[src/rtl/uart_arb_pkg.sv]
// Shared definitions for the UART transmit arbiter.
//   arb_state_t          : byte-sequencing FSM encoding
//   DEFAULT_BUSY_WAIT    : default cycles to wait for tx_busy to rise
//   DEFAULT_LOCK_TIMEOUT : default idle cycles before a stuck lock is dropped
//   idx_width()          : width of a requester index (at least 1 bit)
package uart_arb_pkg;

    typedef enum logic [1:0] {
        IDLE      = 2'd0,
        START     = 2'd1,
        WAIT_BUSY = 2'd2,
        WAIT_DONE = 2'd3
    } arb_state_t;

    localparam int DEFAULT_BUSY_WAIT    = 4;
    localparam int DEFAULT_LOCK_TIMEOUT = 1024;

    function automatic int idx_width(input int n);
        return (n > 2) ? $clog2(n) : 1;
    endfunction

endpackage

[src/rtl/rr_priority_picker.sv]
// Combinational rotating-priority search.
//   req   : request vector
//   start : index with highest priority; search proceeds upward and wraps
//   found : at least one request is set
//   idx   : first set request at or after start (0 when none)
module rr_priority_picker
    import uart_arb_pkg::*;
#(
    parameter int NUM_REQ = 3,
    parameter int IW      = idx_width(NUM_REQ)
) (
    input  logic [NUM_REQ-1:0] req,
    input  logic [IW-1:0]      start,
    output logic               found,
    output logic [IW-1:0]      idx
);

    always_comb begin
        found = 1'b0;
        idx   = '0;
        // Scan farthest offset first so the nearest set request overwrites it.
        for (int off = NUM_REQ - 1; off >= 0; off--) begin
            if (req[(int'(start) + off) % NUM_REQ]) begin
                found = 1'b1;
                idx   = IW'((int'(start) + off) % NUM_REQ);
            end
        end
    end

endmodule

[src/rtl/uart_tx_arbiter.sv]
// Shares one UART transmitter among NUM_REQ byte-stream requesters.
// Round-robin arbitration with packet lock: the granted requester keeps the
// transmitter until a byte flagged last is accepted. Each byte is sequenced
// as accept/load, one-cycle ena_tx pulse, wait for tx_busy to rise (bounded
// by BUSY_WAIT cycles), then wait for tx_busy to fall.
//
// Ports:
//   clk, reset           : clock, synchronous active-high reset
//   req_valid/data/last  : per-requester byte stream (data at [8i+7:8i])
//   req_ready            : one-hot accept, transfer on valid & ready
//   ena_tx, tx_data      : start pulse and byte to the UART core
//   tx_busy              : UART transmitter busy
//   grant_id             : current / last granted requester
//   lock_active          : packet lock held by grant_id
//
// Optional build macro UART_TX_ARB_LOCK_TIMEOUT_EN: drops a held lock after
// LOCK_TIMEOUT idle cycles in which the lock owner presents no byte.
module uart_tx_arbiter
    import uart_arb_pkg::*;
#(
    parameter int NUM_REQ      = 3,
    parameter int BUSY_WAIT    = DEFAULT_BUSY_WAIT,
    parameter int LOCK_TIMEOUT = DEFAULT_LOCK_TIMEOUT
) (
    input  logic                            clk,
    input  logic                            reset,
    input  logic [NUM_REQ-1:0]              req_valid,
    input  logic [NUM_REQ*8-1:0]            req_data,
    input  logic [NUM_REQ-1:0]              req_last,
    output logic [NUM_REQ-1:0]              req_ready,
    output logic                            ena_tx,
    output logic [7:0]                      tx_data,
    input  logic                            tx_busy,
    output logic [idx_width(NUM_REQ)-1:0]   grant_id,
    output logic                            lock_active
);

    localparam int IW = idx_width(NUM_REQ);
    localparam int WW = $clog2(BUSY_WAIT + 1);

    arb_state_t    state, state_d;
    logic [WW-1:0] wait_cnt, wait_cnt_d;
    logic [IW-1:0] start_idx, rr_idx, cand;
    logic          rr_found, cand_valid, cand_last, accept, lock_expire;
    logic [7:0]    cand_data;

    // Rotating priority starts just after the last grant.
    assign start_idx = (grant_id == IW'(NUM_REQ - 1)) ? '0 : grant_id + IW'(1);

    rr_priority_picker #(
        .NUM_REQ (NUM_REQ),
        .IW      (IW)
    ) u_picker (
        .req   (req_valid),
        .start (start_idx),
        .found (rr_found),
        .idx   (rr_idx)
    );

    // Under lock only the owner may be served, even while it has nothing.
    always_comb begin
        cand       = lock_active ? grant_id : rr_idx;
        cand_valid = 1'b0;
        cand_last  = 1'b0;
        cand_data  = '0;
        for (int i = 0; i < NUM_REQ; i++) begin
            if (cand == IW'(i)) begin
                cand_valid = req_valid[i];
                cand_last  = req_last[i];
                cand_data  = req_data[i*8 +: 8];
            end
        end
        if (!lock_active && !rr_found) begin
            cand_valid = 1'b0;
        end
    end

    assign accept = (state == IDLE) && !tx_busy && cand_valid;

    always_comb begin
        req_ready = '0;
        for (int i = 0; i < NUM_REQ; i++) begin
            if (accept && (cand == IW'(i))) begin
                req_ready[i] = 1'b1;
            end
        end
    end

    always_comb begin
        state_d    = state;
        wait_cnt_d = wait_cnt;
        case (state)
            IDLE: begin
                if (accept) state_d = START;
            end
            START: begin
                state_d    = WAIT_BUSY;
                wait_cnt_d = '0;
            end
            WAIT_BUSY: begin
                // A UART that never raises busy must not stall the arbiter.
                if (tx_busy) begin
                    state_d = WAIT_DONE;
                end else begin
                    wait_cnt_d = wait_cnt + WW'(1);
                    if (wait_cnt_d == WW'(BUSY_WAIT)) state_d = WAIT_DONE;
                end
            end
            WAIT_DONE: begin
                if (!tx_busy) state_d = IDLE;
            end
            default: state_d = IDLE;
        endcase
    end

    assign ena_tx = (state == START);

    always_ff @(posedge clk) begin
        if (reset) begin
            state       <= IDLE;
            wait_cnt    <= '0;
            tx_data     <= '0;
            grant_id    <= '0;
            lock_active <= 1'b0;
        end else begin
            state    <= state_d;
            wait_cnt <= wait_cnt_d;
            if (accept) begin
                tx_data     <= cand_data;
                grant_id    <= cand;
                lock_active <= ~cand_last;
            end else if (lock_expire) begin
                lock_active <= 1'b0;
            end
        end
    end

`ifdef UART_TX_ARB_LOCK_TIMEOUT_EN
    localparam int LW = $clog2(LOCK_TIMEOUT + 1);

    logic [LW-1:0] lock_cnt;
    logic          lock_stall;

    // Owner holds the lock but offers nothing while the arbiter is idle.
    assign lock_stall  = (state == IDLE) && lock_active && !cand_valid;
    assign lock_expire = lock_stall && (lock_cnt == LW'(LOCK_TIMEOUT - 1));

    always_ff @(posedge clk) begin
        if (reset) begin
            lock_cnt <= '0;
        end else if (accept || lock_expire) begin
            lock_cnt <= '0;
        end else if (lock_stall) begin
            lock_cnt <= lock_cnt + LW'(1);
        end
    end
`else
    logic unused_lock_timeout;
    assign unused_lock_timeout = ^LOCK_TIMEOUT;
    assign lock_expire         = 1'b0;
`endif

endmodule

[config.mk]
export PLATFORM = sky130hd
export DESIGN_NAME = uart_tx_arbiter
export DESIGN_NICKNAME = d
export VERILOG_FILES = /design/src/rtl/uart_arb_pkg.sv /design/src/rtl/rr_priority_picker.sv /design/src/rtl/uart_tx_arbiter.sv
export SDC_FILE = /design/constraint.sdc
export NUM_CORES = 1
export LEC_CHECK = 0
export CORE_MARGIN = 2
export CORE_UTILIZATION = 61
export DETAILED_ROUTE_END_ITERATION = 10
export DONT_BUFFER_PORTS = 1
export PLACE_DENSITY_LB_ADDON = 0.05
export SLEW_MARGIN = 20
export SYNTH_ARGS = -nofsm -noshare
export SYNTH_HDL_FRONTEND = slang
export SYNTH_SLANG_ARGS = --single-unit
[constraint.sdc]
create_clock -name clk -period 2 [get_ports clk]
set_input_delay 0.2 -clock clk [delete_from_list [all_inputs] [get_ports clk]]
set_output_delay 0.2 -clock clk [all_outputs]
set_load 0.01 [all_outputs]
Yosys cells after proc, flatten, opt, wreduce, memory -nomap -nowiden
Index checks and enable logic that the tools add are counted.
{"block": "classes", "n_addsub": 4, "n_shift": 0, "n_mux": 37, "order_cmp": 3, "div": 3, "multipliers": 0, "eq_ne": 11, "n_bitwise": 1, "n_reduce_logical": 14}
{"operator": "$lt 32x4->1 const B", "count": 3}
{"operator": "$mod 32x3->32 const B", "count": 2}
{"operator": "$mod 3x3->32 const B", "count": 1}
{"operator": "$mux 8", "count": 3}
{"operator": "$mux 1", "count": 19}
{"operator": "$mux 2", "count": 9}
{"operator": "$eq 2x2->1 const B", "count": 4}
{"operator": "$pmux 2 s4", "count": 1}
{"operator": "$bmux 1 s2", "count": 3}
{"operator": "$logic_and 1x1->1", "count": 6}
{"operator": "$ne 2x2->1 const B", "count": 3}
{"operator": "$pmux 3 s2", "count": 1}
{"operator": "$eq 2x1->1 const B", "count": 2}
{"operator": "$logic_not 2->1", "count": 2}
{"operator": "$add 2x1->3 const B", "count": 1}
{"operator": "$add 2x2->3 const B", "count": 1}
{"operator": "$add 3x1->3 const B", "count": 1}
{"operator": "$eq 3x3->1 const B", "count": 1}
{"operator": "$logic_not 1->1", "count": 3}
{"operator": "$mux 3", "count": 1}
{"operator": "$ne 3x3->1 const B", "count": 1}
{"operator": "$reduce_and 3->1", "count": 1}
{"operator": "$add 2x1->2 const B", "count": 1}
{"operator": "$reduce_and 2->1", "count": 1}
{"operator": "2 further kinds", "count": 2}
{"block": "word_totals", "input_bits": 33, "romBits": 0, "memories": 0, "latchBits": 0, "register_bits": 16, "mem_bits_rw": 0}

Depth between registers and ports, before layout
Gate-level depths: netlist of run 1.
{"block": "logic_depth", "word_depth": 19, "ltp_mapped": 8, "ltp_nobuf": 7}

Cells and area by module
From an unflattened synthesis of run 1, not the netlist that was laid out.
{"block": "unflattened", "cells_unflattened": 156, "area_unflattened_um2": 1273.7}
{"module": "uart_tx_arbiter", "instances": 1, "area_each_um2": 1082.3, "cells_per_inst": 129}
{"module": "rr_priority_picker", "instances": 1, "area_each_um2": 191.4, "cells_per_inst": 27}

Worst setup path before layout of run 1
Ideal clock, no wire load.
{"block": "synth_path", "kind": "register to register", "start": "register lock_active", "end": "register lock_active", "path_slack_ns": 0.273, "synth_period_minus_slack_ns": 1.727, "t_arrival_ns": 1.639, "stages_incl_launch_ff": 7, "path_cell_list": "dfxtp_1 buf_4 mux2i_1 or2_0 buf_2 mux2_4 a311oi_2"}
{"block": "synth_between", "elab_chain_cells": 7}
{"element": "start: declaration", "line": "uart_tx_arbiter.sv:35", "rtl": "output logic lock_active"}
{"element": "start signal: assignment", "line": "uart_tx_arbiter.sv:131", "rtl": "lock_active <= ~cand_last;"}
{"element": "$mux 2", "line": "uart_tx_arbiter.sv:62", "rtl": "cand = lock_active ? grant_id : rr_idx;"}
{"element": "$logic_not 2->1", "line": "uart_tx_arbiter.sv:67", "rtl": "if (cand == IW'(i)) begin"}
{"element": "$mux 1 (3 in series)", "line": "uart_tx_arbiter.sv:67"}
{"element": "$mux 1", "line": "uart_tx_arbiter.sv:73", "rtl": "if (!lock_active && !rr_found) begin"}
{"element": "$logic_and 1x1->1", "line": "uart_tx_arbiter.sv:78", "rtl": "assign accept = (state == IDLE) && !tx_busy && cand_valid;"}
Several ways; a longest one is shown, not always the timed one.
A chain may end at the register's enable or synchronous reset.

Worst setup path in the final report of run 1
{"block": "layout_path", "start": "register state[1]", "end": "output port req_ready[2]"}
{"block": "layout_between", "elab_chain_cells": 5}
{"element": "start: declaration", "line": "uart_tx_arbiter.sv:41", "rtl": "arb_state_t state, state_d;"}
{"element": "start signal: assignment", "line": "uart_tx_arbiter.sv:126", "rtl": "state <= state_d;"}
{"element": "$logic_not 2->1", "line": "uart_tx_arbiter.sv:78"}
{"element": "$logic_and 1x1->1 (2 in series)", "line": "uart_tx_arbiter.sv:78"}
{"element": "$logic_and 1x1->1", "line": "uart_tx_arbiter.sv:83", "rtl": "if (accept && (cand == IW'(i))) begin"}
{"element": "$mux 1", "line": "uart_tx_arbiter.sv:83"}
{"element": "end: declaration", "line": "uart_tx_arbiter.sv:30", "rtl": "output logic [NUM_REQ-1:0] req_ready,"}
No other way between the ends.

==> run_results.csv, run 1 <==
group,metric,value,unit
logic_synthesis,ys_warn_count,0,
logic_synthesis,ys_async_sr_fraction,0,
pwr,p_leak,0.000467,uW
clocking,cts_sinks,16,
worst_hold_path,hp-start,"reset",
grt,grt_pass1_wl,3.95,mm
placement,io_buffers,0,
grt,grt_max_degree,14,
die,die_y,47.1,um
setup_path,path_cells,"inv_2, ha_2, nor2b_1, o221a_2, nand2_2, buf_4, nor2_2",
setup_path,worst-endpoint-arrival,1.70,ns
final_layout,layout_common_cells,"nor2_1 (15), dfxtp_1 (13), o21ai_0 (12), a21oi_1 (11), a211oi_1 (10)",
sta,hold_violations,0,
setup_path,r2r-end,"tx_data[4]$_SDFFE_PP0N_",
logic_synthesis,synth_ff_type,"dfxtp_1",
clocking,root_buffer,"clkbuf_4",
clocking,clk_latency,0.28,ns
logic_synthesis,synth_cells,139,
grt,grt_pass1_vias,912,
sta,worst_slew_pin_slew,0.511,ns
sta,rsz0062_at_grt,"true",
final_layout,fin_area,1230,um2
placement,dpl_cell_area,1160,um2
setup_path,reg2reg_from,"state[1]$_SDFFE_PP0P_",
logic_synthesis,ys_seq_area_frac,0.283,
final_layout,regArea,324,um2
logic_synthesis,synth_cell_type_count,35,
worst_hold_path,holdPathEnd,"tx_data[0]$_SDFFE_PP0N_",
die,coreArea,1750,um2
final_layout,final_common_cell,"nor2_1",
clocking,cts-buffers-inserted,3,
placement,routabilityCongestion,0.836,
placement,place_ws,0.123,ns
sta,drv_slew,0,
final_layout,nFillCells,153,
final_layout,finish.net_count,182,
die,fp.dieW,47.1,um
sta,setup_ws,0.101,ns
logic_synthesis,syn_area,1130,um2
detailed_routing,drt_iter0_drc,14,
final_layout,diodes,0,
clocking,cts_tree,"built",
run_status,run_status,"finished, final reports clean",
logic_synthesis,syn_nets,179,
flow_run,drv_cap,0,
die,rows,15,
sta,min_period,1.90,ns
logic_synthesis,synth_edf_count,0,
sta,setup_viol,0,
setup_path,start_kind,"flop",
pwr,p_per_area,1280,nW/um2
detailed_routing,vias_per_cell,6.38,
worst_hold_path,min_path_cells,1,
setup_path,slowest_delay,0.35,ns
setup_path,path_max_fanout,8,
clocking,htreeDepth,1,
setup_path,worst-setup-path-type,"reg2out",
detailed_routing,routed_wl,2.76,mm
die,initial_core_util,0.649,
final_layout,syn_to_final_growth,8.72,%
grt,grt_overflow_total,0,
logic_synthesis,ys_ff_latch,16,
logic_synthesis,synth_area_per_cell,8.16,um2
clocking,clockBufferDepth,2,
setup_path,crit_path_top_delay_cell,"dfxtp_1",
die,io_pins,48,
sta,tns,0,ns
detailed_routing,wl_per_cell,16.7,um
setup_path,rrSetupSlack,0.23,ns
final_layout,drive_gt1_frac,0.186,
sta,period_share,0.949,
setup_path,cp.required,1.80,ns
sta,relSlewSlack,0.658,
sta,max_freq,527,MHz
pwr,total_power,1580,uW
detailed_routing,num_vias,1053,
sta,fin_worst_skew,0.00128,ns
grt,track_usage,0.257,
final_layout,multi_input_area,767,um2
detailed_routing,ant_nets,0,
clocking,path_clk_slew,0.09,ns
grt,grt_antenna_before_repair,0,
setup_path,reg2regPathDepth,8,
placement,dp_hpwl,2.00,mm
setup_path,endpoint_kind,"primary output",
worst_hold_path,hp-class,"in2reg",
pwr,ir_drop,0.000688,V
die,dieArea,2220,um2
detailed_routing,remaining_drc_errors,0,
detailed_routing,drt_pass1_iterations,4,
[cells by family after synthesis]
family                   after synthesis  synth area share
multiplexers                           3            0.0309
adder cells (fa/ha/maj)                7            0.0773
flip-flops                            16             0.283
buffers and inverters                 15            0.0640
AO/OA/AOI/OAI                         52             0.321
XOR/XNOR                               1           0.00773
AND/OR/NAND/NOR                       45             0.216
[routing by layer]
metal / track usage / vias up / share of wire
met2: 0.425 / 32 / 0.50
met3: 0.0654 / 2 / 0.045
met4: 0.100 / 0 / 0.0044
li1: - / 513 / -
met5: 0 / - / 0
met1: 0.322 / 506 / 0.45
[sequential cells by signal, summed over array words and instances, names as in the netlist]
name         count
tx_data          8
wait_cnt         3
grant_id         2
state            2
lock_active      1
[area by class of cell]
class | count | share of cell area
Multi-Input combinational cell | 108 | 0.622
Sequential cell | 16 | 0.263
Timing Repair Buffer | 9 | 0.0589
Tap cell | 25 | 0.0254
Clock buffer | 3 | 0.0183
Inverter | 4 | 0.0122
[what timing repair did]
item,4_1_cts,5_1_grt
endpoints found under the setup margin,3,4
resized for setup,3,9
hold buffers,1,1
hold endpoints to repair,12,2
setup buffers,0,0
[worst max-delay path, delay by kind of cell (launching register included)]
kind / cells / cell delay (ns)
AOI/OAI and AO/OA: 1 / 0.23
adders and majority gates: 1 / 0.17
buffers and inverters: 2 / 0.28
DFF: 1 / 0.35
and+or+nand+nor: 3 / 0.38
[where the power goes]
| part | leakage [uW] | total (uW) | switching, uW | internal (uW) |
|---|---|---|---|---|
| Combinational | 0.000320 | 843 | 479 | 363 |
| Sequential | 0.000132 | 570 | 149 | 421 |
| Clock | 0.0000138 | 165 | 95.6 | 69.8 |
[metrics by stage]
stage | hold slack (ns) | utilization | instances
2_1_floorplan | 0.420 | - | 139
4_1_cts | 0.00392 | 0.688 | 164
5_1_grt | 0.000691 | 0.706 | 165
3_5_place_dp | 0.273 | 0.665 | 160
3_3_place_gp | 0.271 | 0.665 | 160
6_report | 0.0133 | 0.706 | 165
[Yosys cell counts, drive strengths merged, types with 4 or more instances]
master  number  area [um2]
nor3         5        25.0
buf          6        38.8
o21a         6        45.0
dfxtp       16         320
nor2        17        63.8
ha           7        87.6
a211oi      10        75.1
nor3b        7        52.6
o41ai        4        35.0
a21oi       11        55.1
clkbuf       5        18.8
inv          4        15.0
nor2b        4        25.0
o21ai       12        60.1
[worst max path at each step]
stage                        startpoint                        to  slack [ns]
6_report          state[1]$_SDFFE_PP0P_              req_ready[2]        0.10
5_1_grt           state[0]$_SDFFE_PP0P_              req_ready[2]       -0.01
4_1_cts           state[1]$_SDFFE_PP0P_              req_ready[1]        0.01
3_5_place_dp   grant_id[0]$_SDFFE_PP0N_   tx_data[4]$_SDFFE_PP0N_        0.12
3_3_place_gp   lock_active$_SDFFE_PP0N_  lock_active$_SDFFE_PP0N_        0.21
2_1_floorplan  lock_active$_SDFFE_PP0N_  lock_active$_SDFFE_PP0N_        0.27
Note: power is estimated with default switching activity, not from simulation.
==> run 2: changes to the inputs <==
PLACE_DENSITY = 0.89   (was default)
PLACE_DENSITY_LB_ADDON = default   (was 0.05)
==> run 2 against run 1 <==
Effect of this change:
- clock power increased by 30%
- setup slack worse by 0.044 ns
- hold slack barely moved
- cell count stayed put
- final area increased by 0.71%
- routed wire length rose by 4.2%
- critical path depth down 2
- critical path type unchanged
- largest cell class unchanged
- highest routed layer unchanged
==> run_results.csv, run 2 (synthesized netlist as in run 1, its figures left out) <==
group,metric,value,unit
final_layout,final_common_cell,"nor2_1",
setup_path,endpoint_kind,"primary output",
grt,grt_pass1_wl,3.86,mm
sta,max_freq,515,MHz
sta,drv_slew,0,
pwr,ir_drop,0.000677,V
setup_path,path_max_fanout,14,
detailed_routing,vias_per_cell,6.53,
clocking,clockBufferDepth,2,
setup_path,cp.required,1.80,ns
grt,grt_max_degree,15,
die,die_y,47.1,um
detailed_routing,drt_pass1_iterations,4,
placement,dpl_cell_area,1160,um2
run_status,run_status,"finished, final reports clean",
placement,place_ws,0.114,ns
pwr,p_leak,0.000476,uW
clocking,cts_setup_buffers,0,
setup_path,rrSetupSlack,0.21,ns
final_layout,max_flop_register,"tx_data",
die,initial_core_util,0.649,
setup_path,start_kind,"flop",
sta,relSlewSlack,0.617,
grt,grt_pass1_vias,898,
setup_path,worst-setup-path-type,"reg2out",
clocking,root_buffer,"clkbuf_4",
detailed_routing,remaining_drc_errors,0,
pwr,p_per_area,1320,nW/um2
placement,dp.cells,160,
detailed_routing,num_vias,1078,
die,rows,15,
sta,whs,0.0128,ns
sta,fin_worst_skew,0.00225,ns
final_layout,fin_area,1240,um2
detailed_routing,wl_per_cell,17.4,um
placement,io_buffers,0,
final_layout,top_regs,"tx_data (8), wait_cnt (3)",
detailed_routing,routed_wl,2.87,mm
die,dieArea,2220,um2
worst_hold_path,hp-start,"reset",
detailed_routing,drt_iter0_drc,48,
final_layout,finish.net_count,181,
sta,tns,0,ns
final_layout,largest_reg_flops,8,
final_layout,syn_to_final_growth,9.49,%
setup_path,worst-endpoint-arrival,1.74,ns
sta,setup_ws,0.0578,ns
sta,hold_violations,0,
clocking,cts_sinks,16,
final_layout,diodes,0,
detailed_routing,ant_nets,0,
die,io_pins,48,
clocking,path_clk_slew,0.10,ns
sta,worst_slew_pin_slew,0.573,ns
sta,period_share,0.971,
grt,track_usage,0.252,
placement,routabilityCongestion,0.844,
die,coreArea,1750,um2
clocking,clk_latency,0.29,ns
worst_hold_path,hp-class,"in2reg",
clocking,cts-buffers-inserted,3,
setup_path,reg2reg_from,"state[1]$_SDFFE_PP0P_",
sta,setup_viol,0,
grt,grt_antenna_before_repair,0,
setup_path,startpoint,"grant_id[1]$_SDFFE_PP0N_",
sta,min_period,1.94,ns
sta,rsz0062_at_grt,"false",
flow_run,drv_cap,0,
final_layout,layout_common_cells,"nor2_1 (17), dfxtp_1 (13), o21ai_0 (12), a21oi_1 (11), a211oi_1 (10)",
grt,grt_overflow_total,0,
final_layout,instances_no_fill,165,
clocking,htreeDepth,1,
final_layout,drive_gt1_frac,0.186,
die,fp.dieW,47.1,um
final_layout,nFillCells,139,
clocking,cts_tree,"built",
placement,dp_hpwl,2.12,mm
==> run 2: cell count changes in the layout (fill, tap and decap cells not counted), sizes merged <==
cell | previous run | this run
clkbuf | 3 | 4
dlygate4sd3 | 2 | 1
==> run 2: metal layers <==
| metal | GRT usage | routed length [um] | up-vias |
|---|---|---|---|
| li1 | - | - | 514 |
| met1 | 0.286 | 1160 | 501 |
| met2 | 0.441 | 1430 | 57 |
| met3 | 0.0692 | 266 | 6 |
| met4 | 0.106 | 20 | 0 |
| met5 | 0 | 0 | - |
==> run 2: cell type report <==
cell class / count / area, um2 / share of cell area
Multi-Input combinational cell: 108 / 767 / 0.618
Inverter: 4 / 15.0 / 0.0121
Sequential cell: 16 / 329 / 0.265
Timing Repair Buffer: 8 / 62.6 / 0.0504
Clock buffer: 4 / 36.3 / 0.0292
Tap cell: 25 / 31.3 / 0.0252
==> run 2: stage by stage <==
step / utilization / power (uW)
CTS: 0.698 / 1610
global placement: 0.665 / 1320
detailed placement: 0.665 / 1370
global route: 0.711 / 1740
floorplan: - / 1190
finish: 0.711 / 1640
==> run 2: report_power, final <==
part / internal [uW] / switching, uW / leakage (uW)
registers: 426 / 152 / 0.000133
logic: 362 / 489 / 0.000322
clock network: 111 / 105 / 0.0000210
==> run 2: path summary, 6_finish.rpt <==
check                           cells after the start                        to
worst min-delay path                                1     state[1]$_SDFFE_PP0P_
worst max-delay path                                5              req_ready[1]
worst min register to register                      2  wait_cnt[2]$_SDFFE_PP0P_
worst max register to register                      8  grant_id[0]$_SDFFE_PP0N_
==> run 2: critical path: stages, from the launching register on <==
cell     delay, ns
dfxtp_4       0.42
nor2b_1       0.07
o221a_4       0.29
or2_0         0.28
buf_4         0.18
nor2_1        0.20
==> run 2: what timing repair did <==
item | 4_1_cts | 5_1_grt
hold buffers | 1 | 0
gates resized for setup | 5 | 8
hold endpoints to repair | 14 | 0
endpoints found under the setup margin | 3 | 5
